### config.mk
export PLATFORM = sky130hd
export DESIGN_NAME = idli_fetch_m
export DESIGN_NICKNAME = d
export VERILOG_FILES = /design/src/rtl/idli_fetch_m.sv
export SDC_FILE = /design/constraint.sdc
export NUM_CORES = 1
export LEC_CHECK = 0
export ABC_AREA = 1
export BUFFER_PORTS_ARGS = -buffer_cell sky130_fd_sc_hd__buf_2
export CELL_PAD_IN_SITES_DETAIL_PLACEMENT = 0
export CELL_PAD_IN_SITES_GLOBAL_PLACEMENT = 1
export CORE_ASPECT_RATIO = 2
export CORE_MARGIN = 1
export CORE_UTILIZATION = 42
export DETAILED_ROUTE_END_ITERATION = 8
export PLACE_DENSITY = 0.77
export REMOVE_ABC_BUFFERS = 1
export SYNTH_ARGS = -nofsm -noshare
export SYNTH_HDL_FRONTEND = slang
export SYNTH_SLANG_ARGS = --single-unit
### constraint.sdc
create_clock -name i_dcd_gck -period 2.1 [get_ports i_dcd_gck]
set_clock_uncertainty 0.05 [all_clocks]
set_input_delay 0.42 -clock i_dcd_gck [delete_from_list [all_inputs] [get_ports i_dcd_gck]]
set_output_delay 0.42 -clock i_dcd_gck [all_outputs]
set_load 0.005 [all_outputs]
### src/rtl/idli_fetch_m.sv
// SQI instruction fetch sequencer: issues quad-mode reads and streams each
// 16b instruction to the decoder as four MSB-first nibbles.
module idli_fetch_m #(
    parameter logic [14:0] RESET_PC     = 15'h0000,
    parameter int unsigned DUMMY_CYCLES = 2,
    parameter logic [7:0]  READ_CMD     = 8'h03
) (
    input  logic        i_dcd_gck,
    input  logic        i_dcd_rst_n,
    input  logic        i_fch_redirect,
    input  logic [14:0] i_fch_redirect_pc,
    output logic        o_sqi_cs_n,
    output logic [3:0]  o_sqi_sio,
    output logic        o_sqi_sio_oe,
    input  logic [3:0]  i_sqi_sio,
    output logic [3:0]  o_dcd_enc,
    output logic        o_dcd_enc_vld,
    output logic [14:0] o_fch_pc
);

    typedef enum logic [3:0] {
        ST_IDLE,
        ST_CMD0,
        ST_CMD1,
        ST_ADDR0,
        ST_ADDR1,
        ST_ADDR2,
        ST_ADDR3,
        ST_DUMMY,
        ST_DATA
    } state_t;

    localparam logic [3:0] DUMMY_LAST = 4'(DUMMY_CYCLES - 1);

    state_t      state;
    logic [14:0] pc;
    logic [14:0] rdr_pc;
    logic        rdr_pend;
    logic [3:0]  dummy_cnt;
    logic [1:0]  nib_cnt;

    logic        rdr_take;
    logic [14:0] rdr_tgt;
    logic [15:0] byte_addr;

    // A redirect arriving this cycle outranks an older pending one.
    always_comb begin
        rdr_take  = i_fch_redirect | rdr_pend;
        rdr_tgt   = i_fch_redirect ? i_fch_redirect_pc : rdr_pc;
        byte_addr = {pc, 1'b0};
    end

    always_ff @(posedge i_dcd_gck or negedge i_dcd_rst_n) begin
        if (!i_dcd_rst_n) begin
            state         <= ST_IDLE;
            pc            <= RESET_PC;
            rdr_pc        <= RESET_PC;
            rdr_pend      <= 1'b0;
            dummy_cnt     <= 4'd0;
            nib_cnt       <= 2'd0;
            o_sqi_cs_n    <= 1'b1;
            o_sqi_sio     <= 4'h0;
            o_sqi_sio_oe  <= 1'b0;
            o_dcd_enc     <= 4'h0;
            o_dcd_enc_vld <= 1'b0;
            o_fch_pc      <= RESET_PC;
        end else begin
            // NOTE: non-blocking defaults here are overridden by any later
            // assignment to the same register within this block.
            o_dcd_enc_vld <= 1'b0;
            if (i_fch_redirect) begin
                rdr_pend <= 1'b1;
                rdr_pc   <= i_fch_redirect_pc;
            end

            case (state)
                ST_IDLE: begin
                    if (rdr_take) begin
                        pc       <= rdr_tgt;
                        rdr_pend <= 1'b0;
                    end
                    state        <= ST_CMD0;
                    o_sqi_cs_n   <= 1'b0;
                    o_sqi_sio_oe <= 1'b1;
                    o_sqi_sio    <= READ_CMD[7:4];
                end

                ST_DATA: begin
                    o_dcd_enc     <= i_sqi_sio;
                    o_dcd_enc_vld <= 1'b1;
                    nib_cnt       <= nib_cnt + 2'd1;
                    if (nib_cnt == 2'd0)
                        o_fch_pc <= pc;
                    // Instruction boundary: the only point a redirect may cut the stream.
                    if (nib_cnt == 2'd3) begin
                        if (rdr_take) begin
                            pc         <= rdr_tgt;
                            rdr_pend   <= 1'b0;
                            state      <= ST_IDLE;
                            o_sqi_cs_n <= 1'b1;
                        end else begin
                            pc <= pc + 15'd1;
                        end
                    end
                end

                default: begin
                    if (rdr_take) begin
                        pc           <= rdr_tgt;
                        rdr_pend     <= 1'b0;
                        state        <= ST_IDLE;
                        o_sqi_cs_n   <= 1'b1;
                        o_sqi_sio_oe <= 1'b0;
                        o_sqi_sio    <= 4'h0;
                    end else begin
                        case (state)
                            ST_CMD0: begin
                                state     <= ST_CMD1;
                                o_sqi_sio <= READ_CMD[3:0];
                            end
                            ST_CMD1: begin
                                state     <= ST_ADDR0;
                                o_sqi_sio <= byte_addr[15:12];
                            end
                            ST_ADDR0: begin
                                state     <= ST_ADDR1;
                                o_sqi_sio <= byte_addr[11:8];
                            end
                            ST_ADDR1: begin
                                state     <= ST_ADDR2;
                                o_sqi_sio <= byte_addr[7:4];
                            end
                            ST_ADDR2: begin
                                state     <= ST_ADDR3;
                                o_sqi_sio <= byte_addr[3:0];
                            end
                            ST_ADDR3: begin
                                state        <= ST_DUMMY;
                                o_sqi_sio_oe <= 1'b0;
                                o_sqi_sio    <= 4'h0;
                                dummy_cnt    <= DUMMY_LAST;
                                nib_cnt      <= 2'd0;
                            end
                            ST_DUMMY: begin
                                if (dummy_cnt == 4'd0)
                                    state <= ST_DATA;
                                else
                                    dummy_cnt <= dummy_cnt - 4'd1;
                            end
                            default: state <= ST_IDLE;
                        endcase
                    end
                end
            endcase
        end
    end

endmodule

# Yosys cells after proc, flatten, opt, wreduce, memory -nomap -nowiden
# Index checks and enable logic that the tools add are counted.
[op_classes] add_sub_neg=3 n_eq_ne=14 n_mux=30 n_bitwise=5 reduce_logical=16
[ops] cell="$mux 15" n=5
[ops] cell="$pmux 4 s7" n=1
[ops] cell="$mux 4" n=6
[ops] cell="$pmux 4 s2" n=3
[ops] cell="$pmux 4 s6" n=1
[ops] cell="$eq 4x3->1 const B" n=4
[ops] cell="$add 15x1->15 const B" n=1
[ops] cell="$mux 1" n=9
[ops] cell="$eq 4x2->1 const B" n=2
[ops] cell="$logic_not 4->1" n=2
[ops] cell="$reduce_and 2->1" n=4
[ops] cell="$reduce_bool 8->1" n=1
[ops] cell="$ne 2x2->1 const B" n=3
[ops] cell="$reduce_and 3->1" n=2
[ops] cell="$reduce_bool 2->1" n=3
[ops] cell="$eq 4x1->1 const B" n=1
[ops] cell="$eq 4x4->1 const B" n=1
[ops] cell="$mux 2" n=2
[ops] cell="$ne 4x3->1 const B" n=1
[ops] cell="$not 1->1" n=4
[ops] cell="$pmux 1 s2" n=2
[ops] cell="$pmux 2 s2" n=1
[ops] cell="$reduce_and 4->1" n=1
[ops] cell="$sub 4x1->4 const B" n=1
[ops] cell="other kinds (7)" n=7
[word_totals] regBits=67 in_bits=22 out_inout_bits=26

# Depth between registers and ports, before layout
# Gate-level depths: netlist of the first run.
[logic_depth] ltp_word=5 ltp_mapped=10 depth_no_buf=10

# Worst setup path before layout of the first run
# No wires, ideal clock.
[synth_timing] path_kind="reg-to-reg" start="register dummy_cnt[0]" end="register state[0]" setup_ps=131 t_arrival_ps=1372 required_time_ps=1919 path_slack_ps=547 stages_incl_launch_ff=7 n_path_buf=0 cell_sequence="dfrtp_1 > inv_1 > ha_1 > nand2_1 > o21ai_0 > nor2_1 > or3_1"
[synth_between] elab_chain_len=3
[synth_lines] element="from (decl)" line_no="39" text="logic [3:0] dummy_cnt;"
[synth_lines] element="from (signal assigned)" line_no="148" text="dummy_cnt <= dummy_cnt - 4'd1;"
[synth_lines] element="$logic_not 4->1" line_no="145" text="if (dummy_cnt == 4'd0)"
[synth_lines] element="$ne 4x3->1 (no source line)"
[synth_lines] element="$reduce_and 3->1 (no source line)"
[synth_lines] element="to (signal assigned)" line_no="138" text="state <= ST_DUMMY;"
[synth_lines] element="to (signal assigned)" line_no="146" text="state <= ST_DATA;"
[synth_lines] element="to (signal assigned)" line_no="150" text="default: state <= ST_IDLE;"
[synth_lines] element="to (decl)" line_no="35" text="state_t state;"
# No other way between the ends.
# A chain may end at the register's enable or synchronous reset.

# Final worst setup path of the first run
[layout_timing] start="register state[1]" end="register pc[3]"
[layout_between] elab_chain_len=3 word_cells_on_any_way=5 cone_classes="eq/ne (2); mux (1); reduce/logical (2)"
[layout_lines] element="from (signal assigned)" line_no="55" text="state <= ST_IDLE;"
[layout_lines] element="from (signal assigned)" line_no="82" text="state <= ST_CMD0;"
[layout_lines] element="from (signal assigned)" line_no="99" text="state <= ST_IDLE;"
[layout_lines] element="$eq 4x4->1 *" line_no="76" text="case (state)"
[layout_lines] element="$ne 2x2->1 (no source line) / $reduce_bool 2->1 (equally long branches)"
[layout_lines] element="$reduce_and 2->1 (no source line)"
[layout_lines] element="to (signal assigned)" line_no="79" text="pc <= rdr_tgt;"
[layout_lines] element="to (signal assigned)" line_no="97" text="pc <= rdr_tgt;"
[layout_lines] element="to (signal assigned)" line_no="102" text="pc <= pc + 15'd1;"
[layout_lines] element="to (decl)" line_no="36" text="logic [14:0] pc;"
# Every way passes the cells marked *; elsewhere a longest branch is shown, timed or not.

==> metrics.md, run 1 <==
| Metric | Value |
|---|---|
| Most instantiated cells after synthesis | nand2_1 (123), dfrtp_1 (66), inv_1 (43), o21ai_0 (36), nor2_1 (29) |
| R2R setup slack | 0.34 ns |
| Crit end category | flop |
| Min-delay worst type | in2async |
| Worst setup SP type | flop |
| Mapped Cells | 420 |
| GP Congestion | 0.829 |
| Hold Buf Count CTS | 0 |
| Ys flop type | dfrtp_1 |
| Synthesized area | 3370 µm² |
| Avg Inst Size Synth | 8.02 µm² |
| Setup ws final | between 0.3 and 0.4 ns |
| Final hold slack | around 0.049 ns |
| Layout cell share with drive strength beyond 1 | between 20% and 30% |
| Hold Fails Final Rpt | 0 |
| EDFF count, synth | 0 |
| Die Span Y | 129 µm |
| Non-Filler Instances | 573 |
| Total wire length | roughly 9000 µm |
| DR iter-0 viols | 132 |
| Switching power | 1.37 mW |
| Worst slew margin | 58.9% |
| Pint | 2.87 mW |
| Clk pwr share | between 30 and 40% |
| WP data required | between 2 and 2.5 ns |
| Die X-Extent | around 65 µm |
| Vias/cell | about 5 |
| Port bufs | 47 |
| Post-DP Area | 3710 µm² |
| FILL cells | ~810 |
| FMAX | between 0.5 and 0.6 GHz |
| WP data arrival | a little under 2 ns |
| N_diodes | 0 |
| Largest net degree at the start of global routing | a little under 70 |
| Initial DRT Pass Iterations | 4 |
| Total number of yosys warnings | 0 |
| Vias in the first global route | 3018 |
| # setup viols final | 0 |
| Placed cells | around 560 |
| Max Buffers Root-to-Sink | 2 |
| Post-CTS sizing | 0 |
| Logic pwr share | 24.2% |
| Grt total ovfl | 0 |
| Postcts setup bufs | 0 |
| Clock root buffer | clkbuf_16 |
| Initial antenna violation count | 0 |
| Wire per inst | roughly 15 µm |
| Crit Path Max Fanout | 12 |
| Post-DRT Antenna Nets | 0 |
| Max Slew Vio Count | 0 |
| Switch share | 32.2% |
| Finished Cell Area | 4020 µm² |
| Setup TNS | 0 ns |
| Clock sink count | 67 |
| Number of synthesized register bits | 67 |
| H-tree Lvls | 3 |
| Share of Yosys cell area claimed by the top area cell type | 49.0% |
| Sequential cell area fraction in the yosys report | 49.8% |
| Num CTS Buffers | 9 |
| Crit path kind | reg2reg |
| CTS tree | built |
| Synth top area cells | dfrtp_1 (49%), nand2_1 (14%), o21ai_0 (5.3%) |
| Final #Nets | 500 |
| Fin util | 52.5% |
| Core area | 7660 µm² |
| Die area | between 8000 and 9000 µm² |
| First-pass GRT wire length | 14400 µm |
| P&R area growth vs syn | 19.2% |
| Max-capacitance violation count | 0 |
| Leading area contributor after synthesis | dfrtp_1 |
| Async SR Flop Fraction | between 90% and 100% |
| RSZ-0062 raised after global routing | no |
| Design Power | between 4 and 5 mW |
| IR drop worst, VDD | 0.487 mV |
| Vias | 2908 |
| Gr usage total | 22.9% |
| Worst skew pair latency | 0.33 ns |
| Pre-CTS setup slack | 0.214 ns |
| Site Rows | 45 |
| # DRC | 0 |
| Most common cell in the netlist | nand2_1 |
| Initial core utilization | 44.0% |
| Final worst path period need | 1.76 ns |
| Tightest Pin Transition | 0.616 ns |
| Outcome | finished, final reports clean |
| Power share of the sequential group | 40.2% |
| Final period util | 84.0% |
| Clock-pin slew on the worst setup and hold paths | 0.05 ns |
| Pwr dens | 1050 nW/µm² |
| DP Wirelength | 6260 µm |
| Leakage | 2.04 nW |
| Synth unique cells | 37 |
| I/O pin count | 48 |
power by group through the flow:
| stage | registers (mW) | clock network (mW) | logic (mW) |
|---|---|---|---|
| floorplan | 1.69 | 0 | 0.670 |
| global placement | 1.72 | 0 | 1.01 |
| detailed placement | 1.73 | 0 | 1.01 |
| CTS | 1.71 | 1.54 | 1.02 |
| global route | 1.74 | 1.59 | 1.17 |
| finish | 1.70 | 1.51 | 1.02 |
kinds of logic after synthesis:
| group | after synthesis | share of synthesized area (%) |
|---|---|---|
| muxes | 1 | 0.445 |
| and+or+nand+nor | 206 | 27.0 |
| DFF | 67 | 49.8 |
| adders and majority gates | 4 | 1.49 |
| AOI/OAI and AO/OA | 80 | 13.1 |
| buffers and inverters | 60 | 7.65 |
| xor gates and xnor gates | 2 | 0.520 |
metal layers:
layer  GRT usage [%]  wire (µm)
met1            25.7       3510
met2            40.3       4730
met3            3.81        256
met4            12.4        295
met5               0          0
worst paths after layout:
| kind | from | end | depth (start not counted) |
|---|---|---|---|
| setup reg to reg | state[1]$_DFFE_PN0P_ | pc[3]$_DFFE_PN0P_ | 5 |
| hold / removal | i_dcd_rst_n | o_fch_pc[0]$_DFFE_PN0P_ | 2 |
| hold reg to reg | dummy_cnt[2]$_DFFE_PN0P_ | dummy_cnt[2]$_DFFE_PN0P_ | 2 |
| min in group i_dcd_gck | i_sqi_sio[2] | o_dcd_enc[2]$_DFFE_PN0P_ | 3 |
| max in group asynchronous | i_dcd_rst_n | o_sqi_sio[1]$_DFFE_PN0P_ | 2 |
| setup / recovery | state[1]$_DFFE_PN0P_ | pc[3]$_DFFE_PN0P_ | 5 |
cells in the final DEF (no fill, tap or decap), types with 2 or more instances in the layout:
| cell type | n |
|---|---|
| o21a_1 | 3 |
| nand2_2 | 4 |
| nor2_4 | 5 |
| nand3_1 | 23 |
| inv_2 | 5 |
| or2_2 | 9 |
| nor3_1 | 3 |
| clkbuf_1 | 3 |
| o21ai_1 | 16 |
| ha_1 | 4 |
| a21oi_1 | 16 |
| nand4_1 | 5 |
| dfrtp_1 | 66 |
| o21ai_0 | 36 |
| xor2_1 | 2 |
| buf_4 | 5 |
| nand2_1 | 123 |
| nor2_1 | 29 |
| o211ai_1 | 2 |
| clkbuf_16 | 9 |
| o21ai_2 | 2 |
| inv_1 | 43 |
| buf_2 | 47 |
| clkbuf_8 | 2 |
registers in the layout, indices dropped and copies added (netlist names):
signal,cells
o_fch_pc,15
o_dcd_enc,4
nib_cnt,2
rdr_pc,15
o_sqi_sio_oe,1
o_sqi_sio,4
state,4
dummy_cnt,4
o_sqi_cs_n,1
pc,15
rdr_pend,1
o_dcd_enc_vld,1
critical path, stage by stage (launching register included):
cell,delay [ns]
dfrtp_1,0.45
nor2_4,0.18
nand2_4,0.16
o21ai_2,0.55
a21oi_1,0.14
a21oi_1,0.15
area by class of cell:
cell class                      count  area [µm²]  area share, %
Multi-Input combinational cell    294        1440           35.9
Sequential cell                    67        1680           41.8
Timing Repair Buffer               53         293           7.29
Tap cell                           94         118           2.93
Clock buffer                       14         264           6.57
Clock inverter                      2        35.0          0.872
Inverter                           49         186           4.64
(Power assumes the default switching activity.)
==> run 2: changes to the inputs <==
- CORE_UTILIZATION: 42 -> 38
- PLACE_DENSITY: 0.77 -> 0.73
- clock period: 2.1 -> 1.47 ns (I/O delays scaled with it)
==> run 2 against run 1 <==
Sequential share of layout area down 7.9 points. Setup slack worse by 0.38 ns. Sequential power up 45%. Critical endpoint is now pc[2]$_DFFE_PN0P_. Non-clock buffer count up 70. Critical path depth up 2. The run now ends with negative setup slack left. Die area up 10%. Largest power group unchanged. Wire length up 10%. Largest cell class is now multi-input combinational cells. Combinational power up 120%.
==> metrics.md, run 2 (same netlist as run 1, synthesis figures left out) <==
| Metric | Value |
|---|---|
| Port bufs | 47 (unchanged) |
| Crit Path Max Fanout | 6 (-6) |
| IR drop worst, VDD | 0.653 mV (+34%) |
| Pwr dens | 1330 nW/µm² (+26%) |
| Max-capacitance violation count | 0 (unchanged) |
| Post-DP Area | 4160 µm² (+12%) |
| Initial core utilization | 39.2% (-4.8 points) |
| Max Buffers Root-to-Sink | 2 (unchanged) |
| Max Slew Vio Count | 0 (unchanged) |
| Outcome | complete, but fails checks |
| Most common cell after layout, fill and taps aside | nand2_1 |
| Vias | 3158 (+8.6%) |
| Failing checks | negative setup slack |
| Register area | 1680 µm² (+0.30%) |
| WP data arrival | 1.71 ns (-0.25 ns) |
| RSZ-0062 raised after global routing | yes |
| Final period util | 103% (+19 points) |
| Grt total ovfl | 0 (unchanged) |
| FMAX | 0.659 GHz (+16%) |
| Site Rows | 48 (+6.7%) |
| Slowest cell delay on critical path | 0.46 ns (-0.09 ns) |
| Layout cell share with drive strength beyond 1 | 43.0% (+23 points) |
| Core area | 8590 µm² (+12%) |
| Num CTS Buffers | 9 (unchanged) |
| Grt peak-use layer | met2 |
| Gr usage total | 23.2% (+0.25 points) |
| Worst setup SP type | flop |
| Worst Path Buf+Inv | 2 (+2) |
| Largest regs | o_fch_pc: 15 flops, pc: 15 flops, rdr_pc: 15 flops |
| Critical path's top delay family | flip-flops |
| CTS tree | built |
| GP Congestion | 0.875 (+5.5%) |
| Commonest cells after routing, fill and taps aside | nand2_1 (98), dfrtp_1 (62), buf_4 (55) |
| Min-delay worst type | in2reg |
| Initial DRT Pass Iterations | 4 (unchanged) |
| Initial antenna violation count | 0 (unchanged) |
| H-tree Lvls | 3 (unchanged) |
| N_diodes | 0 (unchanged) |
| Worst skew pair latency | 0.33 ns (about the same) |
| Total wire length | 9670 µm (+10%) |
| Clock sink count | 67 (unchanged) |
| Crit end category | flop |
| Clock-pin slew on the worst setup and hold paths | 0.05 ns (about the same) |
| Crit path kind | reg2reg |
| Vias/cell | 4.88 (-3.8%) |
| Clock root buffer | clkbuf_16 |
| Wire per inst | 15.0 µm (-2.6%) |
| FILL cells | 811 (+0.75%) |
| Final #Nets | 569 (+14%) |
| P&R area growth vs syn | 47.5% |
| Hold Fails Final Rpt | 0 (unchanged) |
| Met2 usage | 41.5% (+1.2 points) |
| Die area | 9270 µm² (+10%) |
| Area occupied by multi-input gates | 1760 µm² (+22%) |
| Vias in the first global route | 3049 (+1.0%) |
| Largest net degree at the start of global routing | 68 (unchanged) |
| I/O pin count | 48 (unchanged) |
| Finished Cell Area | 4970 µm² (+24%) |
| Final worst path period need | 1.52 ns (-0.248 ns) |
| WP data required | 1.67 ns (-0.63 ns) |
| Worst slew margin | 73.1% (+14 points) |
| Final hold slack | 0.110 ns (+0.0611 ns) |
| Die Span Y | 135 µm (+5.1%) |
| Fin util | 57.9% (+5.4 points) |
| Worst path most repeated cell | buf_6 |
| # setup viols final | 10 (+10) |
| DR iter-0 viols | 111 (-16%) |
| Met1 Usage GRT | 25.3% (-0.42 points) |
| Die X-Extent | 68.6 µm (+5.0%) |
| Cell chain of the critical path | nor2_4, nand2_4, o21ai_4, buf_6, buf_6, o21ai_1, a21oi_1 |
| Critical path's slowest cell | dfrtp_2 |
| Post-DRT Antenna Nets | 0 (unchanged) |
| DP Wirelength | 7010 µm (+12%) |
| Leakage | 2.47 nW (+21%) |
| First-pass GRT wire length | 15400 µm (+7.0%) |
| Setup ws final | -0.0468 ns (-0.382 ns) |
| # DRC | 0 (unchanged) |
| Tightest Pin Transition | 0.403 ns (-0.213 ns) |
| GR Util met3 | 5.13% (+1.3 points) |
run 2: what timing repair did:
action | CTS | global route
endpoints found under the hold margin | 66 | 0
cloned | 0 | 2
endpoints found under the setup margin | 39 | 43
resized for setup | 59 | 78
hold buffers | 1 | 0
setup buffers | 8 | 8
pin swaps | 13 | 25
run 2: report_power, final:
| part | internal [mW] | leakage [nW] | switching, mW | total, mW |
|---|---|---|---|---|
| Sequential | 2.19 | 0.819 | 0.272 | 2.46 |
| Clock | 1.17 | 0.132 | 0.739 | 1.91 |
| Combinational | 0.995 | 1.52 | 1.26 | 2.26 |
| Total | 4.35 | 2.47 | 2.28 | 6.63 |
run 2: cell type report:
type                            count  area share (%)
Timing Repair Buffer              123            19.1
Inverter                           49            3.95
Clock inverter                      3           0.302
Multi-Input combinational cell    293            35.3
Sequential cell                    67            33.9
Clock buffer                       12            4.96
Tap cell                          100            2.52
run 2: worst paths after layout:
check / slack [ns] / end / from / cells after the start
worst min-delay path: 0.11 / o_dcd_enc[3]$_DFFE_PN0P_ / i_sqi_sio[3] / 3
worst min register to register: 0.42 / rdr_pc[14]$_DFF_PN0_ / rdr_pc[14]$_DFF_PN0_ / 2
min in group asynchronous: 0.43 / o_fch_pc[3]$_DFFE_PN0P_ / i_dcd_rst_n / 3
worst max register to register: -0.05 / pc[2]$_DFFE_PN0P_ / state[2]$_DFFE_PN0P_ / 7
worst max-delay path: -0.05 / pc[2]$_DFFE_PN0P_ / state[2]$_DFFE_PN0P_ / 7
max in group asynchronous: 0.57 / state[0]$_DFFE_PN0P_ / i_dcd_rst_n / 3
run 2: worst register-to-register path, stage by stage, from the launching register on:
cell,delay [ns]
dfrtp_2,0.46
nor2_4,0.17
nand2_4,0.10
o21ai_4,0.16
buf_6,0.16
buf_6,0.13
o21ai_1,0.06
a21oi_1,0.14
run 2: through the flow:
step / setup slack [ns] / TNS [ns] / cells / power, mW
final: -0.0468 / -0.169 / 647 / 6.63
after global routing: -0.122 / -2.52 / 647 / 7.07
after CTS: -0.0417 / -0.168 / 640 / 6.43
after detailed placement: -0.162 / -2.06 / 616 / 4.25
after global placement: -0.126 / -1.27 / 616 / 4.22
after floorplan: -0.0829 / -0.457 / 409 / 3.38
run 2: routing by layer:
metal	wire, µm	vias to the layer above
met5	0	-
met2	5510	38
li1	-	1607
met4	231	0
met1	3720	1499
met3	207	14
==> run 3: changes to the inputs <==
- CORE_UTILIZATION: 38 -> 40
- CTS_BUF_LIST: unset -> sky130_fd_sc_hd__clkbuf_8
- PLACE_DENSITY: 0.73 -> 0.77
==> run 3 against run 2 <==
The flow still finishes with violations (negative setup slack). Wire length shrank 2.1%. Sequential power shrank 2%. Flip-flop and latch count is the same. Setup slack lost 0.0065 ns. Utilization grew 1.8 points. Fmax shrank 0.43%. Register-to-register slack is essentially flat. Sequential share of layout area grew 0.29 points.
==> metrics.md, run 3 (same netlist as run 1, synthesis figures left out) <==
| Metric | Value |
|---|---|
| Outcome | complete, but fails checks |
| Failing checks | negative setup slack |
| RSZ-0062 raised after global routing | yes |
| DR iter-0 viols | 117 (+5.4%) |
| Die X-Extent | 66.9 µm (-2.5%) |
| Pwr dens | 1330 nW/µm² (-0.28%) |
| Pre-CTS setup slack | -0.126 ns (+0.0359 ns) |
| Crit path kind | reg2reg |
| Final period util | 104% (+0.45 points) |
| Vias | 3213 (+1.7%) |
| Max Buffers Root-to-Sink | 2 (unchanged) |
| Die Span Y | 132 µm (-2.5%) |
| Max-capacitance violation count | 0 (unchanged) |
| FILL cells | 745 (-8.1%) |
| Num CTS Buffers | 9 (unchanged) |
| WP data arrival | 1.72 ns (about the same) |
| Placed cells | 621 (+0.81%) |
| Wire per inst | 14.5 µm (-3.1%) |
| Final hold slack | 0.0832 ns (-0.0267 ns) |
| FMAX | 0.656 GHz (-0.43%) |
| Initial core utilization | 40.9% (+1.7 points) |
| Most common cell after layout, fill and taps aside | nand2_1 |
| First-pass GRT wire length | 15100 µm (-1.7%) |
| Fin util | 59.7% (+1.8 points) |
| IR drop worst, VDD | 0.661 mV (+1.2%) |
| Worst slew margin | 74.9% (+1.7 points) |
| Layout cell share with drive strength beyond 1 | 42.4% (-0.52 points) |
| Final worst path period need | 1.52 ns (+0.00654 ns) |
| I/O pin count | 48 (unchanged) |
| Worst skew pair latency | 0.36 ns (+0.03 ns) |
| H-tree Lvls | 3 (unchanged) |
| Setup ws final | -0.0534 ns (-0.00654 ns) |
| Clock-pin slew on the worst setup and hold paths | 0.07 ns (+0.02 ns) |
| Tightest Pin Transition | 0.377 ns (-0.0261 ns) |
| # DRC | 0 (unchanged) |
| Final #Nets | 577 (+1.4%) |
| Vias/cell | 4.91 (+0.65%) |
| R2R setup slack | -0.05 ns (about the same) |
| Site Rows | 47 (-2.1%) |
| Max Slew Vio Count | 0 (unchanged) |
| Largest net degree at the start of global routing | 68 (unchanged) |
| Initial antenna violation count | 0 (unchanged) |
| Worst setup SP type | flop |
| Crit end category | flop |
| Port bufs | 47 (unchanged) |
| DP Wirelength | 6860 µm (-2.0%) |
| CTS tree | built |
| Non-Filler Instances | 654 (+1.1%) |
| Setup TNS | -0.422 ns (-0.253 ns) |
| # setup viols final | 15 (+5) |
| N_diodes | 0 (unchanged) |
| Vias in the first global route | 3297 (+8.1%) |
| Gr usage total | 23.2% (+0.066 points) |
| WP data required | 1.67 ns (about the same) |
| P&R area growth vs syn | 45.9% |
| Leakage | 2.48 nW (+0.52%) |
| Total wire length | 9470 µm (-2.1%) |
| Crit Path Max Fanout | 8 (+2) |
| Core area | 8230 µm² (-4.1%) |
| Commonest cells after routing, fill and taps aside | nand2_1 (101), buf_4 (68), dfrtp_1 (65) |
| Hold Fails Final Rpt | 0 (unchanged) |
| GP Congestion | 0.905 (+3.4%) |
| Largest regs | o_fch_pc: 15 flops, pc: 15 flops, rdr_pc: 15 flops |
| Initial DRT Pass Iterations | 5 (+1) |
| Grt total ovfl | 0 (unchanged) |
| Post-DRT Antenna Nets | 0 (unchanged) |
| Clock sink count | 67 (unchanged) |
| Die area | 8820 µm² (-4.9%) |
| Clock root buffer | clkbuf_8 |
| Min-delay worst type | in2reg |
## run 3: power by group
| group | internal, mW | total (mW) | switching [mW] |
|---|---|---|---|
| registers | 2.18 | 2.42 | 0.238 |
| logic | 1.11 | 2.36 | 1.24 |
| clock network | 1.04 | 1.76 | 0.722 |
## run 3: cell type report
class | instances | area (µm²) | area share (%)
Timing Repair Buffer | 131 | 1010 | 20.5
Clock inverter | 5 | 76.3 | 1.55
Tap cell | 98 | 123 | 2.49
Inverter | 49 | 201 | 4.10
Sequential cell | 67 | 1680 | 34.2
Clock buffer | 11 | 151 | 3.08
Multi-Input combinational cell | 293 | 1680 | 34.1
## run 3: per-layer routing
metal,part of all wire [%],track usage (%),wire length (µm),vias up
met1,38,23.9,3560,1523
met2,57,42.0,5430,55
met5,0,0,0,-
met4,3.1,13.9,295,0
li1,-,-,-,1615
met3,2.0,3.37,186,20
## run 3: worst paths after layout
kind,start,to,cells past startpoint
hold reg to reg,dummy_cnt[2]$_DFFE_PN0P_,dummy_cnt[2]$_DFFE_PN0P_,2
setup reg to reg,state[3]$_DFFE_PN0P_,pc[12]$_DFFE_PN0P_,10
hold / removal,i_sqi_sio[1],o_dcd_enc[1]$_DFFE_PN0P_,3
min in group asynchronous,i_dcd_rst_n,dummy_cnt[0]$_DFFE_PN0P_,3
max in group asynchronous,i_dcd_rst_n,pc[6]$_DFFE_PN0P_,3
setup / recovery,state[3]$_DFFE_PN0P_,pc[12]$_DFFE_PN0P_,10
## run 3: metrics by stage
| stage | power, mW | instance area [µm²] |
|---|---|---|
| finish | 6.54 | 4920 |
| global route | 6.96 | 4920 |
| CTS | 6.37 | 4660 |
| detailed placement | 4.38 | 4220 |
| global placement | 4.34 | 4220 |
| floorplan | 3.38 | 3300 |
## run 3: critical path, cell delays in order, from the launching register on
cell and delay (ns):
dfrtp_1 0.42, inv_2 0.11, nor2_4 0.05, buf_4 0.14
nand3_4 0.07, inv_4 0.04, buf_12 0.13, buf_4 0.13
o21a_1 0.17, nand2_1 0.06, nand2_1 0.04
## run 3: timing repair
| item | in CTS | in global routing |
|---|---|---|
| hold buffers | 1 | 0 |
| setup buffers | 11 | 5 |
| setup endpoints to repair | 41 | 43 |
| resized for setup | 44 | 68 |
| pin swaps | 15 | 8 |
| hold endpoints to repair | 66 | 0 |
| cloned | 0 | 2 |
